===== config.mk =====
export PLATFORM = sky130hd
export DESIGN_NAME = pc_gen
export DESIGN_NICKNAME = d
export VERILOG_FILES = /design/src/rtl/cpu_pkg.sv /design/src/rtl/pc_boot_cnt.sv /design/src/rtl/pc_gen.sv
export SDC_FILE = /design/constraint.sdc
export NUM_CORES = 1
export LEC_CHECK = 0
export CORE_ASPECT_RATIO = 0.7
export CORE_MARGIN = 3
export CORE_UTILIZATION = 34
export CTS_BUF_LIST = sky130_fd_sc_hd__clkbuf_16
export DETAILED_ROUTE_END_ITERATION = 10
export PLACE_DENSITY = 0.78
export SLEW_MARGIN = 20
export SYNTH_ARGS = -nofsm -noshare
export SYNTH_HDL_FRONTEND = slang
export SYNTH_SLANG_ARGS = --single-unit

===== constraint.sdc =====
create_clock -name clk -period 4.15 [get_ports clk]
set_input_delay 0.6225 -clock clk [delete_from_list [all_inputs] [get_ports clk]]
set_output_delay 0.6225 -clock clk [all_outputs]
set_load 0.01 [all_outputs]

===== src/rtl/cpu_pkg.sv =====
`default_nettype none
// ============================================================================
//  Module   : cpu_pkg
//  Purpose  : Shared types and constants for the miniCPU front end.
//             - pc_state_t     : program-counter sequencer states
//             - XLEN_DEFAULT   : default datapath width
//             - RESET_VECTOR_DEFAULT : default boot address
//             - ALIGN_LOW_MASK : low address bits that must be zero for a
//                                word-aligned instruction fetch
//  Revision : 1.0  initial release
// ============================================================================
package cpu_pkg;

   localparam int          XLEN_DEFAULT         = 32;
   localparam logic [31:0] RESET_VECTOR_DEFAULT = 32'h0000_0000;
   localparam logic [1:0]  ALIGN_LOW_MASK       = 2'b11;

   typedef enum logic [1:0] {
      PC_BOOT = 2'd0,
      PC_RUN  = 2'd1,
      PC_HALT = 2'd2
   } pc_state_t;

endpackage : cpu_pkg
`default_nettype wire


===== src/rtl/pc_boot_cnt.sv =====
`default_nettype none
// ============================================================================
//  Module   : pc_boot_cnt
//  Purpose  : Counts cycles since reset release and flags the last boot cycle.
//             The count saturates on its terminal value, so done stays high
//             until the next reset. Only meaningful for BOOT_DELAY >= 1.
//  Ports    : clk   - clock, rising edge
//             rst_n - asynchronous active-low reset (count restarts at 0)
//             done  - high while count == BOOT_DELAY-1 (last boot cycle)
//  Revision : 1.0  initial release
// ============================================================================
module pc_boot_cnt #(
   parameter int BOOT_DELAY = 1
) (
   input  logic clk,
   input  logic rst_n,
   output logic done
);

   localparam int            CW   = (BOOT_DELAY > 1) ? $clog2(BOOT_DELAY + 1) : 1;
   localparam logic [CW-1:0] LAST = CW'(BOOT_DELAY - 1);

   logic [CW-1:0] count;

   always_ff @(posedge clk or negedge rst_n) begin
      if (!rst_n) begin
         count <= '0;
      end else if (!done) begin
         count <= count + CW'(1);
      end
   end

   assign done = (count == LAST);

endmodule : pc_boot_cnt
`default_nettype wire


===== src/rtl/pc_gen.sv =====
`default_nettype none
// ============================================================================
//  Module   : pc_gen
//  Purpose  : Fetch-stage program counter. Holds RESET_VECTOR for BOOT_DELAY
//             cycles after reset, then advances by INC each cycle. Next-PC
//             priority in RUN: trap > redirect > halt > stall > sequential.
//             HALT parks the PC until a trap or redirect arrives.
//  Option   : PC_ALIGN_CHECK_EN - misaligned redirects are dropped and
//             reported on misalign_o / misalign_addr_o instead of masked.
//  Ports    : clk, rst_n (async, active-low)
//             stall_i, halt_i, redirect_valid_i/redirect_pc_i,
//             trap_valid_i/trap_pc_i   - control and redirect inputs
//             pc_o          - registered fetch PC
//             pc_next_o     - value pc_o takes at the next edge
//             fetch_valid_o - pc_o is a valid fetch this cycle
//             boot_done_o   - sticky, set on entry to RUN
//             misalign_o, misalign_addr_o (option only)
//  Revision : 1.0  initial release
// ============================================================================
module pc_gen
   import cpu_pkg::*;
#(
   parameter int               XLEN         = XLEN_DEFAULT,
   parameter logic [XLEN-1:0]  RESET_VECTOR = XLEN'(RESET_VECTOR_DEFAULT),
   parameter int               BOOT_DELAY   = 1,
   parameter int               INC          = 4
) (
   input  logic            clk,
   input  logic            rst_n,
   input  logic            stall_i,
   input  logic            halt_i,
   input  logic            redirect_valid_i,
   input  logic [XLEN-1:0] redirect_pc_i,
   input  logic            trap_valid_i,
   input  logic [XLEN-1:0] trap_pc_i,
   output logic [XLEN-1:0] pc_o,
   output logic [XLEN-1:0] pc_next_o,
   output logic            fetch_valid_o,
   output logic            boot_done_o
`ifdef PC_ALIGN_CHECK_EN
   ,
   output logic            misalign_o,
   output logic [XLEN-1:0] misalign_addr_o
`endif
);

   localparam logic [XLEN-1:0] ALIGN_MASK    = ~XLEN'(ALIGN_LOW_MASK);
   localparam logic [XLEN-1:0] INC_X         = XLEN'(INC);
   localparam pc_state_t       STATE_RST     = (BOOT_DELAY == 0) ? PC_RUN : PC_BOOT;
   localparam logic            BOOT_DONE_RST = (BOOT_DELAY == 0);

   pc_state_t       state;
   pc_state_t       state_next;
   logic [XLEN-1:0] pc_next;
   logic [XLEN-1:0] trap_tgt;
   logic [XLEN-1:0] redir_tgt;
   logic            redir_ok;
   logic            mis_event;
   logic            boot_last;

   generate
      if (BOOT_DELAY > 0) begin : g_boot_cnt
         pc_boot_cnt #(
            .BOOT_DELAY (BOOT_DELAY)
         ) u_boot_cnt (
            .clk   (clk),
            .rst_n (rst_n),
            .done  (boot_last)
         );
      end else begin : g_no_boot
         assign boot_last = 1'b1;
      end
   endgenerate

   assign trap_tgt = trap_pc_i & ALIGN_MASK;

`ifdef PC_ALIGN_CHECK_EN
   // Misaligned targets are rejected, not silently rounded down.
   assign redir_tgt = redirect_pc_i;
   assign redir_ok  = (redirect_pc_i[1:0] == 2'b00);
`else
   assign redir_tgt = redirect_pc_i & ALIGN_MASK;
   assign redir_ok  = 1'b1;
`endif

   always_comb begin
      pc_next    = pc_o;
      state_next = state;
      mis_event  = 1'b0;
      case (state)
         PC_BOOT: begin
            if (boot_last) begin
               state_next = PC_RUN;
            end
         end
         PC_RUN: begin
            if (trap_valid_i) begin
               pc_next = trap_tgt;
            end else if (redirect_valid_i) begin
               // A rejected redirect still outranks halt/stall: PC just holds.
               if (redir_ok) begin
                  pc_next = redir_tgt;
               end else begin
                  mis_event = 1'b1;
               end
            end else if (halt_i) begin
               state_next = PC_HALT;
            end else if (!stall_i) begin
               pc_next = pc_o + INC_X;
            end
         end
         PC_HALT: begin
            if (trap_valid_i) begin
               pc_next    = trap_tgt;
               state_next = PC_RUN;
            end else if (redirect_valid_i) begin
               if (redir_ok) begin
                  pc_next    = redir_tgt;
                  state_next = PC_RUN;
               end else begin
                  mis_event = 1'b1;
               end
            end
         end
         default: begin
            pc_next    = RESET_VECTOR;
            state_next = STATE_RST;
         end
      endcase
   end

   always_ff @(posedge clk or negedge rst_n) begin
      if (!rst_n) begin
         state       <= STATE_RST;
         pc_o        <= RESET_VECTOR;
         boot_done_o <= BOOT_DONE_RST;
      end else begin
         state       <= state_next;
         pc_o        <= pc_next;
         boot_done_o <= boot_done_o | (state_next == PC_RUN);
      end
   end

`ifdef PC_ALIGN_CHECK_EN
   always_ff @(posedge clk or negedge rst_n) begin
      if (!rst_n) begin
         misalign_o      <= 1'b0;
         misalign_addr_o <= '0;
      end else begin
         misalign_o <= mis_event;
         if (mis_event) begin
            misalign_addr_o <= redirect_pc_i;
         end
      end
   end
`else
   logic unused_mis;
   assign unused_mis = mis_event;
`endif

   assign pc_next_o = pc_next;
   // Gated by rst_n so a zero boot delay still reports no fetch under reset.
   assign fetch_valid_o = rst_n && (state == PC_RUN) && !stall_i;

endmodule : pc_gen
`default_nettype wire


==> summary.md, run 1 <==
| Metric | Value |
|---|---|
| Outcome | `finished, final reports clean` |
| Drt total wl | `between 10000 and 15000 µm` |
| Row cnt | `27` |
| All-Layer GR Usage | `between 20% and 30%` |
| Worst path required time | `between 3000 and 4000 ps` |
| Initial antenna violation count | `0` |
| Hold buffers post-CTS | `0` |
| Ys flop type | `dfrtp_1` |
| Slowest stage delay, CP | `slightly above 600 ps` |
| Synth Net Count | `~460` |
| # Max-Cap Violations | `0` |
| Largest net degree at the start of global routing | `36` |
| Hold/Removal Path Class | `input port to asynchronous set/reset pin` |
| Yosys warning total | `0` |
| Layout filler cell count | `between 700 and 800` |
| Seq/Total Area, Yosys | `29.6%` |
| Final setup vio count | `0` |
| Hold Violations, Final | `0` |
| Fmax | `between 200 and 250 MHz` |
| Fin nets | `roughly 590` |
| Main area contributors after synthesis | `dfrtp_1 30%, o21ai_0 6.3%, o22ai_1 5.3%` |
| Global-route wire length before repair | `20100 µm` |
| CTS root buf | `clkbuf_16` |
| Final Cycle Share | `between 90 and 100%` |
| Tmin final | `roughly 4000 ps` |
| Starting DRT DRC Count | `~440` |
| I/O pins | `around 140` |
| FF-to-FF End | `pc_o[9]$_DFF_PN0_` |
| Vias in the first global route | `around 3800` |
| Commonest non-fill, non-tap cells in the layout | `130 x clkdlybuf4s50_1, 39 x nand2_1, 37 x o21ai_0` |
| Wire length per cell | `~20 µm` |
| Yosys top cell area share | `about 30%` |
| IO buf count | `approximately 130` |
| Worst IR drop on VDD | `0.000165 V` |
| Clock latency on the worst-skew pair | `approximately 280 ps` |
| Die Ht | `around 84 µm` |
| Area of the core | `around 8200 µm²` |
| H-tree levels | `2` |
| Slew HR | `a little under half` |
| Crit path max-delay family | `buffers and inverters` |
| Most common cell after layout, fill and taps aside | `clkdlybuf4s50_1` |
| CP arrival | `about 3400 ps` |
| Worst Setup End Kind | `output pin` |
| Cells after Synth | `approximately 390` |
| CTS clock-pin slew for the worst setup and hold paths | `roughly 60 ps` |
| CP bufs+invs | `2` |
| Min Hold Slack | `roughly 420 ps` |
| Die area | `approximately 9900 µm²` |
| R2r setup slk | `about 1700 ps` |
| Netlist cell types | `61` |
| Via count | `3821` |
| TritonCTS buffer count | `5` |
| GR Overflow Total | `0` |
| WP depth | `7` |
| Area growth syn-to-layout | `55.0%` |
| Largest area contributor in the synthesized netlist | `dfrtp_1` |
| Flops & latches, synth | `35` |
| Setup Crit Path Kind | `input port to output pin` |
| Slowest stage cell, crit path | `clkdlybuf4s50_1` |
| Residual DRC count | `0` |
| CP Capture Point | `pc_next_o[31]` |
| Detail Route Antenna Nets | `0` |
| Critical Path Fanout Max | `8` |
| Worst Reg-to-Reg Cells | `4` |
| RSZ-0062 raised after global routing | `yes` |
| Slew @ Worst Pin | `about 790 ps` |
| CTS Buffer Depth | `2` |
| Drt pass-1 iters | `5` |
| Sink Count | `35` |
| Starting Density | `36.2%` |
| Via density | `6.03` |
| Power Density | `344 nW/µm²` |
| HPWL after DPL | `9160 µm` |
| Setup TNS | `0 ps` |
| Routability congestion estimate from global placement | `~0.94` |
| Mapped Area | `2960 µm²` |
| Asr flop ratio synth | `100%` |
| P_leak | `around 0.0017 µW` |
| Die W | `between 100 and 150 µm` |
| Fraction of layout cells with a size suffix above 1 | `between 7 and 8%` |
| Number of diodes | `0` |
| Average size of a mapped cell | `around 7.6 µm²` |
| Critical Path Most Common Cell | `clkdlybuf4s50_1` |
| Layout Skew | `roughly 4.5 ps` |
| TritonCTS clock tree | `yes` |
| CP Launch Type | `input port` |
| Post-synth EDFFs | `0` |
| Max-slew violation count | `0` |
| Worst reg2reg path startpoint | `state[0]$_DFF_PN0_` |
| Crit path from | `halt_i` |
| CP cell instances | `clkdlybuf4s50_1, nand4bb_1, nor4_2, nand4_1, xnor2_1, o31ai_1, clkdlybuf4s50_1` |
sequential cells by signal, indices dropped and copies added, names as in the netlist:
name,cells
boot_done_o,1
pc_o,32
state,2
cells in the mapped netlist (all sizes together), types with 4 or more instances:
cell type / n
o21ai: 44
nand2: 39
dfrtp: 35
nor2: 33
o22ai: 25
clkbuf: 24
a21oi: 22
nand3: 13
nand4: 11
nor2b: 10
nor3: 10
o31ai: 10
inv: 9
nor4: 8
mux2i: 7
a22oi: 6
o21a: 6
or2: 6
a31oi: 5
a311oi: 4
nor3b: 4
worst min-delay path by stage:
stage / from / endpoint / slack (ps) / depth (start not counted)
global route: rst_n / pc_o[22]$_DFF_PN0_ / 470 / 2
floorplan: rst_n / boot_done_o$_DFF_PN0_ / 330 / 0
detailed placement: boot_done_o$_DFF_PN0_ / boot_done_o$_DFF_PN0_ / 460 / 1
global placement: boot_done_o$_DFF_PN0_ / boot_done_o$_DFF_PN0_ / 460 / 1
CTS: rst_n / pc_o[22]$_DFF_PN0_ / 450 / 2
finish: rst_n / pc_o[27]$_DFF_PN0_ / 420 / 2
metrics by stage:
step                      cells  setup slack, ps  total power, µW  util, %  instance area, µm²
after detailed placement    626              159             1210     54.3                4440
after global placement      626              221             1190     54.3                4440
final                       634              141             1580     56.1                4590
after global routing        634            -18.4             1670     56.1                4590
after floorplan             388             1540              807        -                2960
after CTS                   634              156             1580     56.0                4580
kinds of logic after synthesis:
logic type                 share of synthesized area [%]
adders and majority gates                          0.422
xor gates and xnor gates                           0.592
buffers and inverters                               4.69
and+or+nand+nor                                     29.7
DFF                                                 29.6
muxes                                               2.37
AOI/OAI and AO/OA                                   32.7
where the power goes:
| part | internal, µW | leakage (µW) | switching, µW |
|---|---|---|---|
| Clock | 216 | 0.0000701 | 147 |
| Sequential | 398 | 0.000401 | 110 |
| Combinational | 374 | 0.00127 | 336 |
area by class of cell:
class	instances	area, µm²	share of cell area [%]
clock buffer	5	125	2.73
timing repair buffer	149	1440	31.4
multi-input combinational	317	1960	42.6
clock inverter	3	11.3	0.245
tap	116	145	3.16
inverter	9	33.8	0.736
sequential	35	876	19.1
per-layer routing:
layer  track usage (%)  routed length (µm)  vias up
met4              7.34                 256        0
met2              37.5                5360      238
met5                 0                   0        -
met3              7.18                1370       23
met1              34.7                5470     1800
li1                  -                   -     1760
repair_timing:
item | CTS | global route
endpoints found under the setup margin | 0 | 5
setup buffers | 0 | 0
gates resized for setup | 0 | 2
Power figures use the tool's default switching activity.
==> run 2, diff against run 1 <==
--- a/config.mk
+++ b/config.mk
@@ -10,7 +10,8 @@
 export CORE_UTILIZATION = 34
 export CTS_BUF_LIST = sky130_fd_sc_hd__clkbuf_16
 export DETAILED_ROUTE_END_ITERATION = 10
-export PLACE_DENSITY = 0.78
+export DONT_BUFFER_PORTS = 1
+export PLACE_DENSITY = 0.58
 export SLEW_MARGIN = 20
 export SYNTH_ARGS = -nofsm -noshare
 export SYNTH_HDL_FRONTEND = slang
==> summary.md, run 2 (synthesis results as in run 1) <==
| Metric | Value |
|---|---|
| Outcome | `finished, final reports clean` |
| Top reg by flops | `pc_o` |
| Critical Path Most Common Cell | `nor3_1` |
| Worst Setup End Kind | `output pin` |
| Final Cycle Share | `approximately four fifths` |
| TritonCTS clock tree | `yes` |
| GR Overflow Total | `0` |
| RSZ-0062 raised after global routing | `no` |
| Largest register FFs | `32` |
| Residual DRC count | `0` |
| Max-slew violation count | `0` |
| Post-CTS sizing | `0` |
| Die W | `around 120 µm` |
| Power Density | `a little over 400 nW/µm²` |
| Vias in the first global route | `a little over 3000` |
| CTS Buffer Depth | `2` |
| Slew HR | `between 30% and 40%` |
| Most common cell after layout, fill and taps aside | `nand2_1` |
| Tmin final | `roughly 3300 ps` |
| # Max-Cap Violations | `0` |
| Crit path max-delay family | `simple AND/OR/NAND/NOR gates` |
| Biggest regs | `pc_o (32), state (2), boot_done_o (1)` |
| Flip-flop and latch area | `876 µm²` |
| All-Layer GR Usage | `around 22%` |
| Layout Skew | `5.89 ps` |
| Slowest stage delay, CP | `510 ps` |
| P_leak | `about 0.0012 µW` |
| CP cell instances | `ha_1, nand4bb_1, or3_4, nor4b_4, nor3_1, nor3_1` |
| Hold/Removal Path Class | `input port to asynchronous set/reset pin` |
| Non-Filler Instances | `around 500` |
| Fin nets | `447` |
| Area growth syn-to-layout | `7.90%` |
| Fraction of layout cells with a size suffix above 1 | `7.18%` |
| Worst path required time | `roughly 3500 ps` |
| Detail Route Antenna Nets | `0` |
| Final setup vio count | `0` |
| Largest net degree at the start of global routing | `40` |
| Sink Count | `35` |
| Fmax | `approximately 300 MHz` |
| Hold Violations, Final | `0` |
| Wire length per cell | `around 23 µm` |
| TritonCTS buffer count | `5` |
| CP bufs+invs | `0` |
| Starting DRT DRC Count | `309` |
| Global-route wire length before repair | `17600 µm` |
| Hold buffers post-CTS | `0` |
| I/O pins | `around 140` |
| Drt total wl | `about 11000 µm` |
| Worst IR drop on VDD | `0.000165 V` |
| CTS root buf | `clkbuf_16` |
| Via density | `~6.6` |
| Slowest stage cell, crit path | `dfrtp_1` |
| Inst Count DP | `between 400 and 500` |
| Routability congestion estimate from global placement | `0.881` |
| H-tree levels | `2` |
| Setup Crit Path Kind | `register to output pin` |
| Via count | `approximately 3200` |
| CTS clock-pin slew for the worst setup and hold paths | `60 ps` |
| Initial antenna violation count | `0` |
| Post-CTS Setup Repair Bufs | `0` |
| Clock latency on the worst-skew pair | `290 ps` |
| Die area | `between 9000 and 10000 µm²` |
| Slew @ Worst Pin | `roughly 900 ps` |
| Area taken by multi-input logic gates | `1950 µm²` |
| HPWL after DPL | `about 8000 µm` |
| Die Ht | `between 80 and 90 µm` |
| Drt pass-1 iters | `5` |
| IO buf count | `0` |
| Setup TNS | `0 ps` |
| CP Launch Type | `register` |
| Area of the core | `approximately 8000 µm²` |
| Layout filler cell count | `~860` |
| Commonest non-fill, non-tap cells in the layout | `39 x nand2_1, 37 x o21ai_0, 35 x dfrtp_1` |
| Critical Path Fanout Max | `7` |
| CP arrival | `about 2700 ps` |
| Starting Density | `a little over a third` |
| Row cnt | `27` |
| Number of diodes | `0` |
==> run 2: routing by layer <==
| layer | global-route usage [%] | routed length [µm] | vias up |
|---|---|---|---|
| li1 | - | - | 1474 |
| met1 | 31.2 | 5070 | 1516 |
| met2 | 32.3 | 4700 | 219 |
| met3 | 7.99 | 1300 | 18 |
| met4 | 6.38 | 180 | 0 |
| met5 | 0 | 0 | - |
==> run 2: cell type report <==
type | instances | share of cell area (%)
clock inverters | 2 | 0.274
inverters | 9 | 1.06
multi-input cells | 317 | 60.9
repair buffers | 8 | 1.88
clock buffers | 5 | 3.92
flip-flops and latches | 35 | 27.4
well taps | 116 | 4.54
==> run 2: worst paths after layout <==
check	slack, ps	end	from	cells after the start
worst max register to register	1570	pc_o[30]$_DFF_PN0_	pc_o[2]$_DFF_PN0_	6
worst min register to register	550	boot_done_o$_DFF_PN0_	boot_done_o$_DFF_PN0_	1
worst min-delay path	30	pc_o[5]$_DFF_PN0_	rst_n	0
worst max-delay path	830	pc_next_o[30]	pc_o[2]$_DFF_PN0_	6
max in group asynchronous	4030	pc_o[28]$_DFF_PN0_	rst_n	0
min in group clk	470	state[0]$_DFF_PN0_	halt_i	1
==> run 2: stage by stage <==
stage	hold slack [ps]	utilization, %	total power (µW)	instance area [µm²]	setup WS (ps)
6_report	26.8	39.1	1290	3200	831
5_1_grt	14.6	39.1	1370	3200	671
4_1_cts	22.7	39.1	1290	3200	865
3_5_place_dp	328	37.5	919	3060	1110
3_3_place_gp	328	37.5	909	3060	1150
2_1_floorplan	327	-	807	2960	1540
==> run 2: power by group <==
part	total, µW	internal (µW)	switching [µW]
Sequential	544	397	147
Combinational	375	135	240
Clock	367	216	151
Total	1290	748	538
